===== config.mk =====
export PLATFORM = sky130hd
export DESIGN_NAME = dm_arbiter
export DESIGN_NICKNAME = d
export VERILOG_FILES = /design/src/rtl/dm_arbiter.sv
export SDC_FILE = /design/constraint.sdc
export NUM_CORES = 1
export LEC_CHECK = 0
export CELL_PAD_IN_SITES_DETAIL_PLACEMENT = 2
export CELL_PAD_IN_SITES_GLOBAL_PLACEMENT = 2
export CORE_AREA = 4 4 62 64
export CTS_CLUSTER_SIZE = 30
export DETAILED_ROUTE_END_ITERATION = 7
export DIE_AREA = 0 0 66 68
export PLACE_DENSITY = 0.8
export SYNTH_ARGS = -nofsm -noshare
export SYNTH_HDL_FRONTEND = slang
export SYNTH_SLANG_ARGS = --single-unit
export TNS_END_PERCENT = 100

===== constraint.sdc =====
create_clock -name clk -period 3.98 [get_ports clk]
set_input_delay 0.796 -clock clk [delete_from_list [all_inputs] [get_ports clk]]
set_output_delay 0.796 -clock clk [all_outputs]
set_load 0.02 [all_outputs]

===== src/rtl/dm_arbiter.sv =====
// rtl/dm_arbiter.sv - data-memory port arbiter between the CPU and a host access port
//
// Purpose: shares one data-memory port between the CPU (default owner) and a
// host. A host request is granted one ACCESS cycle, during which the CPU is
// stalled, followed by a RESP cycle that reports completion. Host requests
// defer to CPU writes for at most MAX_WAIT cycles before being forced in.
//
// Ports:
//   clk, reset                  clock, asynchronous active-low reset
//   cpu_addr/cpu_wdata/cpu_wren CPU side of the memory port
//   host_req/host_we/           host request (level, held until host_gnt)
//   host_addr/host_wdata
//   mem_q                       memory read data (memory clocked on ~clk)
//   mem_addr/mem_wdata/mem_wren muxed memory port
//   cpu_stall                   freezes the CPU during the host access cycle
//   host_gnt                    host access performed this cycle
//   host_valid                  one-cycle completion pulse
//   host_rdata                  registered host read data

module dm_arbiter #(
  parameter int MAX_WAIT = 8
) (
  input  logic       clk,
  input  logic       reset,
  input  logic [3:0] cpu_addr,
  input  logic [3:0] cpu_wdata,
  input  logic       cpu_wren,
  input  logic       host_req,
  input  logic       host_we,
  input  logic [3:0] host_addr,
  input  logic [3:0] host_wdata,
  input  logic [3:0] mem_q,
  output logic [3:0] mem_addr,
  output logic [3:0] mem_wdata,
  output logic       mem_wren,
  output logic       cpu_stall,
  output logic       host_gnt,
  output logic       host_valid,
  output logic [3:0] host_rdata
);

  localparam logic [1:0] IDLE   = 2'd0;
  localparam logic [1:0] WAIT   = 2'd1;
  localparam logic [1:0] ACCESS = 2'd2;
  localparam logic [1:0] RESP   = 2'd3;

  localparam logic [3:0] WAIT_LIMIT = 4'(MAX_WAIT);

  logic [1:0] state;
  logic [1:0] state_nxt;
  logic [3:0] wait_cnt;
  logic [3:0] wait_cnt_nxt;

  always_comb begin
    state_nxt    = state;
    wait_cnt_nxt = wait_cnt;
    case (state)
      IDLE: begin
        if (host_req) begin
          if (cpu_wren) begin
            state_nxt    = WAIT;
            wait_cnt_nxt = 4'd1;
          end else begin
            state_nxt    = ACCESS;
            wait_cnt_nxt = 4'd0;
          end
        end
      end
      WAIT: begin
        // The counter stops at WAIT_LIMIT (<= 15), so it can never wrap.
        if (!cpu_wren || (wait_cnt == WAIT_LIMIT)) begin
          state_nxt    = ACCESS;
          wait_cnt_nxt = 4'd0;
        end else begin
          wait_cnt_nxt = wait_cnt + 4'd1;
        end
      end
      ACCESS: state_nxt = RESP;
      // Always return to IDLE so the CPU owns at least one cycle between
      // host accesses even if host_req stays high.
      RESP:   state_nxt = IDLE;
      default: begin
        state_nxt    = IDLE;
        wait_cnt_nxt = 4'd0;
      end
    endcase
  end

  always_ff @(posedge clk or negedge reset) begin
    if (!reset) begin
      state      <= IDLE;
      wait_cnt   <= 4'd0;
      host_rdata <= 4'd0;
    end else begin
      state    <= state_nxt;
      wait_cnt <= wait_cnt_nxt;
      // mem_q was sampled on the falling edge inside ACCESS.
      if ((state == ACCESS) && !host_we) begin
        host_rdata <= mem_q;
      end
    end
  end

  // Port mux is purely a function of state, so an asynchronous reset drops
  // any in-flight host write in the same cycle.
  assign host_gnt   = (state == ACCESS);
  assign cpu_stall  = host_gnt;
  assign host_valid = (state == RESP);
  assign mem_addr   = host_gnt ? host_addr  : cpu_addr;
  assign mem_wdata  = host_gnt ? host_wdata : cpu_wdata;
  assign mem_wren   = host_gnt ? host_we    : cpu_wren;

endmodule


# Word level (Yosys, flattened, before mapping)
# Cells that the tools add are included.
# word_totals
ff_bits	10
latchBits	0
ramBits	0
romBits	0
input_bits	25
wordCells	29
mem_count	0
# classes
n_addsub	1
multipliers	0
div_mod_pow	0
magnitude_cmp	0
eq_ne	6
n_shift	0
muxes	11
n_bitwise	0
n_reduce_logical	8
# ops
op	count
2-to-1 mux 4 bit	4
case mux 2 bit (4 select lines)	1
case mux 4 bit (2 select lines)	1
2-to-1 mux 2 bit	3
adder 4 x 1 -> 4 bit, second input constant	1
== test 2 bit, second input constant	2
== test 4 bit, second input constant	1
!= test 2 bit, second input constant	2
AND reduction 2 bit	2
== test 2 x 1 -> 1 bit, second input constant	1
logical NOT 1 bit	2
logical NOT 2 bit	1
2-to-1 mux 1 bit	2
nonzero test 2 bit	1
logical AND 1 bit	1
logical OR 1 bit	1

# Longest topological paths before layout
# Gate-level depths: netlist of run 1.
# logic_depth
depth_word	4
mapped_depth	5

# Worst setup path before layout of run 1
# OpenSTA, ideal clock, no wires.
# synth_timing
path_type	flip-flop to output port
start	register state[0]
end	output mem_addr[0]
t_arrival_ns	1.560
required_ns	3.184
path_slack_ns	1.624
path_stages_with_launch	5
path_buffers	1
path_cell_list	dfrtp_1 > inv_1 > ha_1 > clkbuf_1 > mux2_2
# synth_via
elab_chain_len	2
# synth_lines
element	line_no	text
from (decl)	49	logic [1:0] state;
from (signal assigned)	95	state <= state_nxt;
== test 2 bit	106	assign host_gnt = (state == ACCESS);
via cpu_stall	36	output logic cpu_stall,
2-to-1 mux 4 bit	109	assign mem_addr = host_gnt ? host_addr : cpu_addr;
to (decl)	33	output logic [3:0] mem_addr,
# The timed path passes the listed nets, and every way through them passes these cells.

# Worst setup path after layout of run 1
# layout_timing
start	register state[0]
end	output mem_addr[2]
# layout_via
elab_chain_len	2
# layout_lines
element	line_no
== test 2 bit	106
2-to-1 mux 4 bit	109
# No other way between the ends.

==> results by group, run 1 <==
CTS
  – Post-CTS Resized: 0
  – CTS Root Cell: clkbuf_4
  – Hold buffers post-CTS: 0
  – TritonCTS clock tree: built
  – Clock transition at the registers of the reported paths: 0.09 ns
  – Worst-case clock buffer depth: 2
  – Clock H-tree levels: 1
  – Setup Buffers After CTS: 0
  – Clk Latency, worst-skew pair: 0.29 ns
  – Inserted Clock Buffers: 3
  – CTS Sinks: 10

STA
  – Fin Setup TNS: 0 ns
  – Setup repair after global routing missed its margin: no
  – Slew at the pin with the worst max-slew slack: 0.550 ns
  – Hold Vio Cnt, Final: 0
  – Final setup skew: 0.0185 ns
  – Pins Over Slew Limit: 0
  – Setup violations, final: 0
  – Setup ws final: 0.914 ns
  – Crit share post-route: 0.770
  – Fin Hold WS: 0.515 ns
  – Final min period: 3.07 ns
  – Max_slew headroom: 0.634
  – Peak Freq: 0.326 GHz

Global route
  – Gr usage total: 0.123
  – First-pass GRT wire length: 3.95 mm
  – Largest net degree at the start of global routing: 14
  – Gr ovfl total: 0
  – Vias in the first global route: 729
  – Initial antenna violation count: 0

Setup path
  – Slowest stage delay, CP: 0.56 ns
  – Worst Path Buf+Inv: 2
  – Reg2reg end: host_rdata[0]$_DFFE_PN0P_
  – Crit path capture type: output pin
  – Worst R2R Start: state[0]$_DFFE_PN0P_
  – Setup crit start kind: flop
  – CP delay by family, top: buffers and inverters
  – Worst path arrival time: 2.27 ns
  – Req. time, crit path: 3.18 ns
  – Slowest cell on crit path: clkdlybuf4s50_1
  – Crit Path Max Fanout: 13
  – Crit path cell chain: inv_1 -> ha_1 -> mux2_2 -> clkdlybuf4s50_1
  – Reg2reg setup slack: 2.07 ns
  – R2r worst-path depth: 4
  – Setup Crit Path Kind: flop to output pin

Min path
  – Hold depth: 1
  – Hold path startpoint: host_rdata[1]$_DFFE_PN0P_
  – Hold Path End: host_rdata[1]$_DFFE_PN0P_
  – Hold Path Class: flop to flop

Routing
  – Initial DRC count: 2
  – WL final: 2.65 mm
  – DR vias: 685
  – Routed Antenna Nets: 0
  – Residual DRC: 0
  – Vias per inst: 4.51
  – WL per Instance: 17.5 um
  – Drt first pass iters: 2

Synth
  – Share of the synthesized area in the top cell type: 0.360
  – Post-synth ARST share: 1.00
  – Register area share after synthesis: 0.360
  – Synthesized net count: 95
  – Largest cells by area after synthesis: dfrtp_1 (36%), mux2_2 (23%), ha_1 (11%), inv_1 (2.7%), nand2_1 (2.7%)
  – Post-synth top cells: mux2_2 (14), dfrtp_1 (10), ha_1 (6), inv_1 (5), nand2_1 (5)
  – Most common cell in the netlist: mux2_2
  – Syn_area_per_cell: 10.9 um^2
  – Top_reg_cell synth: dfrtp_1
  – Mapped Area: 694 um^2
  – Distinct cell type count after synthesis: 24
  – Warnings, synthesis: 0
  – Post-synth top area cell: dfrtp_1
  – Number of synthesized flops with an enable pin: 0
  – Yosys reg bits: 10
  – Post-Synthesis Cells: 64

Power and ir drop
  – PD cells: 664 nW/um^2
  – Worst VDD drop: 0.000287 V
  – LEAKAGE: 0.477 nW
  – Total power: 0.781 mW

Floorplan
  – Initial Util: 0.211
  – Die Wd: 66 um
  – Die H: 68 um
  – FP Rows: 21
  – I/O pins: 41
  – Die Area: 4490 um^2
  – Core Footprint: 3280 um^2

Status
  – Status: finished clean

Place
  – Dpl ws: 1.02 ns
  – Port Buf Inserts: 40
  – HPWL after detailed placement: 2.15 mm
  – RD Place Congestion: 0.727
  – Post-placement cell area: 1140 um^2
  – Placed insts: 148

Final layout
  – Layout area overhead: 69.5%
  – Share of layout cells above drive strength 1: 0.179
  – NumNets Final: 138
  – Fin cells: 152
  – Ant. Diodes: 0
  – Final core utilization: 0.358
  – Final instance area: 1180 um^2

Job
  – Max-cap violations: 0
cell families after synthesis:
family	Yosys count	synth area share
adders and majority gates	6	0.108
muxes	15	0.241
and+or+nand+nor	15	0.124
DFF	10	0.360
AOI/OAI and AO/OA	11	0.123
buffers and inverters	7	0.0432
final cells by class:
class | count | area, um^2
flip-flops and latches | 10 | 250
well taps | 46 | 57.6
repair buffers | 40 | 400
fillers | 354 | 2110
clock buffers | 4 | 36.3
multi-input cells | 47 | 414
inverters | 5 | 18.8
worst max-delay path by stage:
stage               slack (ns)                 start  cells after the start           to
floorplan                 1.62  state[0]$_DFFE_PN0P_                      4  mem_addr[0]
global placement          1.04              cpu_wren                      3     mem_wren
detailed placement        1.02              cpu_wren                      3     mem_wren
CTS                       0.86  state[0]$_DFFE_PN0P_                      4  mem_addr[1]
global route              0.75  state[0]$_DFFE_PN0P_                      4  mem_addr[1]
finish                    0.91  state[0]$_DFFE_PN0P_                      4  mem_addr[2]
metal layers:
metal / share of wire / global-route usage
met2: 0.55 / 0.214
met5: 0 / 0
met3: 0.029 / 0.0230
met4: 0.022 / 0.0685
met1: 0.40 / 0.142
sequential cells by signal (all words and copies together), names as in the netlist:
signal / cells
host_rdata: 4
wait_cnt: 4
state: 2
where the power goes:
group	leakage (nW)	switching [mW]	total (mW)	internal (mW)
registers	0.126	0.0320	0.174	0.142
clock network	0.0210	0.0445	0.100	0.0557
logic	0.330	0.251	0.507	0.256
total	0.477	0.327	0.781	0.454
cells in the final DEF (no fill, tap or decap), drive strengths merged:
| master | n |
|---|---|
| clkdlybuf4s50 | 40 |
| mux2 | 14 |
| dfrtp | 10 |
| ha | 6 |
| inv | 5 |
| nand2 | 5 |
| clkbuf | 4 |
| o22ai | 3 |
| nor2b | 2 |
| nand3b | 2 |
| o2bb2ai | 2 |
| and2 | 1 |
| a21oi | 1 |
| and3b | 1 |
| mux2i | 1 |
| nand3 | 1 |
| or4 | 1 |
| nand4 | 1 |
| o211ai | 1 |
| nand2b | 1 |
| o32ai | 1 |
| a22o | 1 |
| a2bb2oi | 1 |
| o21ai | 1 |
(Power assumes the default switching activity.)
==> run 2, diff against run 1 <==
--- a/config.mk
+++ b/config.mk
@@ -7,11 +7,11 @@
 export LEC_CHECK = 0
 export CELL_PAD_IN_SITES_DETAIL_PLACEMENT = 2
 export CELL_PAD_IN_SITES_GLOBAL_PLACEMENT = 2
-export CORE_AREA = 4 4 62 64
+export CORE_AREA = 4 4 66 68
 export CTS_CLUSTER_SIZE = 30
 export DETAILED_ROUTE_END_ITERATION = 7
-export DIE_AREA = 0 0 66 68
-export PLACE_DENSITY = 0.8
+export DIE_AREA = 0 0 70 72
+export PLACE_DENSITY = 0.74
 export SYNTH_ARGS = -nofsm -noshare
 export SYNTH_HDL_FRONTEND = slang
 export SYNTH_SLANG_ARGS = --single-unit
==> constraint.sdc (replaced) <==
create_clock -name clk -period 2.6 [get_ports clk]
set_input_delay 0.52 -clock clk [delete_from_list [all_inputs] [get_ports clk]]
set_output_delay 0.52 -clock clk [all_outputs]
set_load 0.02 [all_outputs]
==> run 2 against run 1 <==
  * Register-to-register slack got worse by 1.2 ns
  * Total power rose by 56%
  * Cell count rose by 3.9%
  * Critical path depth did not move
  * Non-clock buffer count rose by 2
  * Die area rose by 12%
  * Highest routed layer unchanged
==> results by group, run 2 (synthesis results as in run 1) <==
STA
  – Final min period: 2.28 ns
  – Max_slew headroom: 0.679 (+0.0452)
  – Peak Freq: 0.438 GHz
  – Crit share post-route: 0.878
  – Fin Setup TNS: 0 ns (unchanged)
  – Hold Vio Cnt, Final: 0 (unchanged)
  – Setup ws final: 0.318 ns (-0.596 ns)
  – Slew at the pin with the worst max-slew slack: 0.480 ns (-0.0693 ns)
  – Final setup skew: 0.00271 ns (-0.0158 ns)
  – Setup violations, final: 0 (unchanged)
  – Pins Over Slew Limit: 0 (unchanged)
  – Setup repair after global routing missed its margin: no

CTS
  – TritonCTS clock tree: built
  – Post-CTS Resized: 0 (unchanged)
  – CTS Root Cell: clkbuf_8
  – Worst-case clock buffer depth: 2 (unchanged)
  – Clock transition at the registers of the reported paths: 0.05 ns (-0.04 ns)
  – CTS Sinks: 10 (unchanged)
  – Clk Latency, worst-skew pair: 0.23 ns (-0.06 ns)
  – Hold buffers post-CTS: 0 (unchanged)
  – Setup Buffers After CTS: 0 (unchanged)
  – Clock H-tree levels: 1 (unchanged)
  – Inserted Clock Buffers: 3 (unchanged)

Power and ir drop
  – Worst VDD drop: 0.000318 V (+11%)
  – LEAKAGE: 0.577 nW (+21%)
  – Total power: 1.22 mW (+56%)
  – PD cells: 982 nW/um^2 (+48%)

Place
  – Post-placement cell area: 1160 um^2 (+1.8%)
  – Port Buf Inserts: 40 (unchanged)
  – HPWL after detailed placement: 2.08 mm (-3.1%)
  – RD Place Congestion: 0.694 (-4.5%)
  – Dpl ws: 0.284 ns (-0.737 ns)

Floorplan
  – FP Rows: 23 (+9.5%)
  – Initial Util: 0.180 (-0.0314)
  – Core Footprint: 3860 um^2 (+17%)
  – Die Wd: 70 um (+6.1%)
  – Die Area: 5040 um^2 (+12%)
  – Die H: 72 um (+5.9%)
  – I/O pins: 41 (unchanged)

Setup path
  – Crit path capture type: output pin
  – Reg2reg end: host_rdata[3]$_DFFE_PN0P_
  – Setup crit start kind: flop
  – Crit Path Max Fanout: 13 (unchanged)
  – Worst R2R Start: state[0]$_DFFE_PN0P_
  – Req. time, crit path: 2.08 ns (-1.10 ns)
  – Reg2reg setup slack: 0.89 ns (-1.18 ns)
  – R2r worst-path depth: 5 (+1)
  – Worst path arrival time: 1.76 ns (-0.51 ns)
  – Setup Crit Path Kind: flop to output pin

Routing
  – Vias per inst: 4.22 (-6.3%)
  – WL final: 2.38 mm (-10%)
  – Routed Antenna Nets: 0 (unchanged)
  – DR vias: 667 (-2.6%)
  – WL per Instance: 15.1 um (-14%)
  – Drt first pass iters: 3 (+1)
  – Residual DRC: 0 (unchanged)
  – Initial DRC count: 9 (+7)

Final layout
  – Fillers: 439 (+24%)
  – Ant. Diodes: 0 (unchanged)
  – Layout area overhead: 78.4%
  – Final instance area: 1240 um^2 (+5.2%)
  – Largest regs: host_rdata x4, wait_cnt x4, state x2
  – Share of layout cells above drive strength 1: 0.194 (+0.0152)
  – Leading cell types in the layout, fill and taps excluded: clkdlybuf4s50_1 (31), mux2_2 (14), dfrtp_1 (10), dlymetal6s2s_1 (9), ha_1 (6)
  – NumNets Final: 140 (+1.4%)
  – Commonest non-fill, non-tap cell in the layout: clkdlybuf4s50_1

Status
  – Status: finished clean

Min path
  – Hold Path End: host_rdata[2]$_DFFE_PN0P_
  – Hold path startpoint: host_rdata[2]$_DFFE_PN0P_
  – Hold depth: 1 (unchanged)
  – Hold Path Class: flop to flop

Global route
  – Initial antenna violation count: 0 (unchanged)
  – Largest net degree at the start of global routing: 14 (unchanged)
  – Gr usage total: 0.0954 (-0.0276)
  – Vias in the first global route: 757 (+3.8%)
  – Gr ovfl total: 0 (unchanged)
  – First-pass GRT wire length: 3.75 mm (-5.1%)

Job
  – Max-cap violations: 0 (unchanged)
run 2: changes by cell type in the layout (fill, tap and decap cells not counted):
cell	change
clkbuf_4	-3
clkdlybuf4s50_1	-9
buf_4	+2
clkbuf_8	+3
dlymetal6s2s_1	+9
run 2: cell type report:
| cell class | count | area [um^2] | area share |
|---|---|---|---|
| well taps | 50 | 62.6 | 0.0505 |
| flip-flops and latches | 10 | 250 | 0.202 |
| clock buffers | 4 | 55.1 | 0.0444 |
| inverters | 5 | 18.8 | 0.0152 |
| repair buffers | 42 | 438 | 0.354 |
| multi-input cells | 47 | 414 | 0.334 |
run 2: worst max path at each step:
stage | from | endpoint | slack (ns) | cells after the start
after CTS | state[0]$_DFFE_PN0P_ | mem_wdata[2] | 0.009 | 5
after global placement | host_we | mem_wren | 0.34 | 3
after floorplan | state[0]$_DFFE_PN0P_ | mem_addr[0] | 0.52 | 4
after global routing | state[0]$_DFFE_PN0P_ | cpu_stall | 0.23 | 4
final | state[0]$_DFFE_PN0P_ | cpu_stall | 0.32 | 4
after detailed placement | state[0]$_DFFE_PN0P_ | mem_addr[1] | 0.28 | 5
run 2: report_power, final:
| group | switching (mW) | leakage (nW) | internal (mW) |
|---|---|---|---|
| combinational | 0.368 | 0.422 | 0.390 |
| clock | 0.0595 | 0.0288 | 0.133 |
| sequential | 0.0462 | 0.126 | 0.219 |
| total | 0.474 | 0.577 | 0.742 |
run 2: per-stage QoR:
step	hold WS, ns	instances	util
floorplan	0.224	64	-
global placement	0.490	154	0.301
detailed placement	0.499	154	0.301
CTS	0.510	158	0.315
global route	0.514	158	0.321
finish	0.505	158	0.321
run 2: per-layer routing:
layer / vias to the layer above / wire, um / track usage
li1: 322 / - / -
met4: 0 / 9 / 0.0191
met3: 2 / 77 / 0.0332
met5: - / 0 / 0
met1: 328 / 1010 / 0.107
met2: 15 / 1280 / 0.175
run 2: worst max-delay path, stage by stage (launching register included):
cell	delay, ns
dfrtp_1	0.41
inv_1	0.10
ha_1	0.16
buf_4	0.20
clkdlybuf4s50_1	0.64
==> run 3, diff against run 2 <==
--- a/config.mk
+++ b/config.mk
@@ -12,6 +12,7 @@
 export DETAILED_ROUTE_END_ITERATION = 7
 export DIE_AREA = 0 0 70 72
 export PLACE_DENSITY = 0.74
+export SLEW_MARGIN = 20
 export SYNTH_ARGS = -nofsm -noshare
 export SYNTH_HDL_FRONTEND = slang
 export SYNTH_SLANG_ARGS = --single-unit
==> results of run 3 <==
Same layout as run 2: the final DEF is identical, and so are final timing and power.
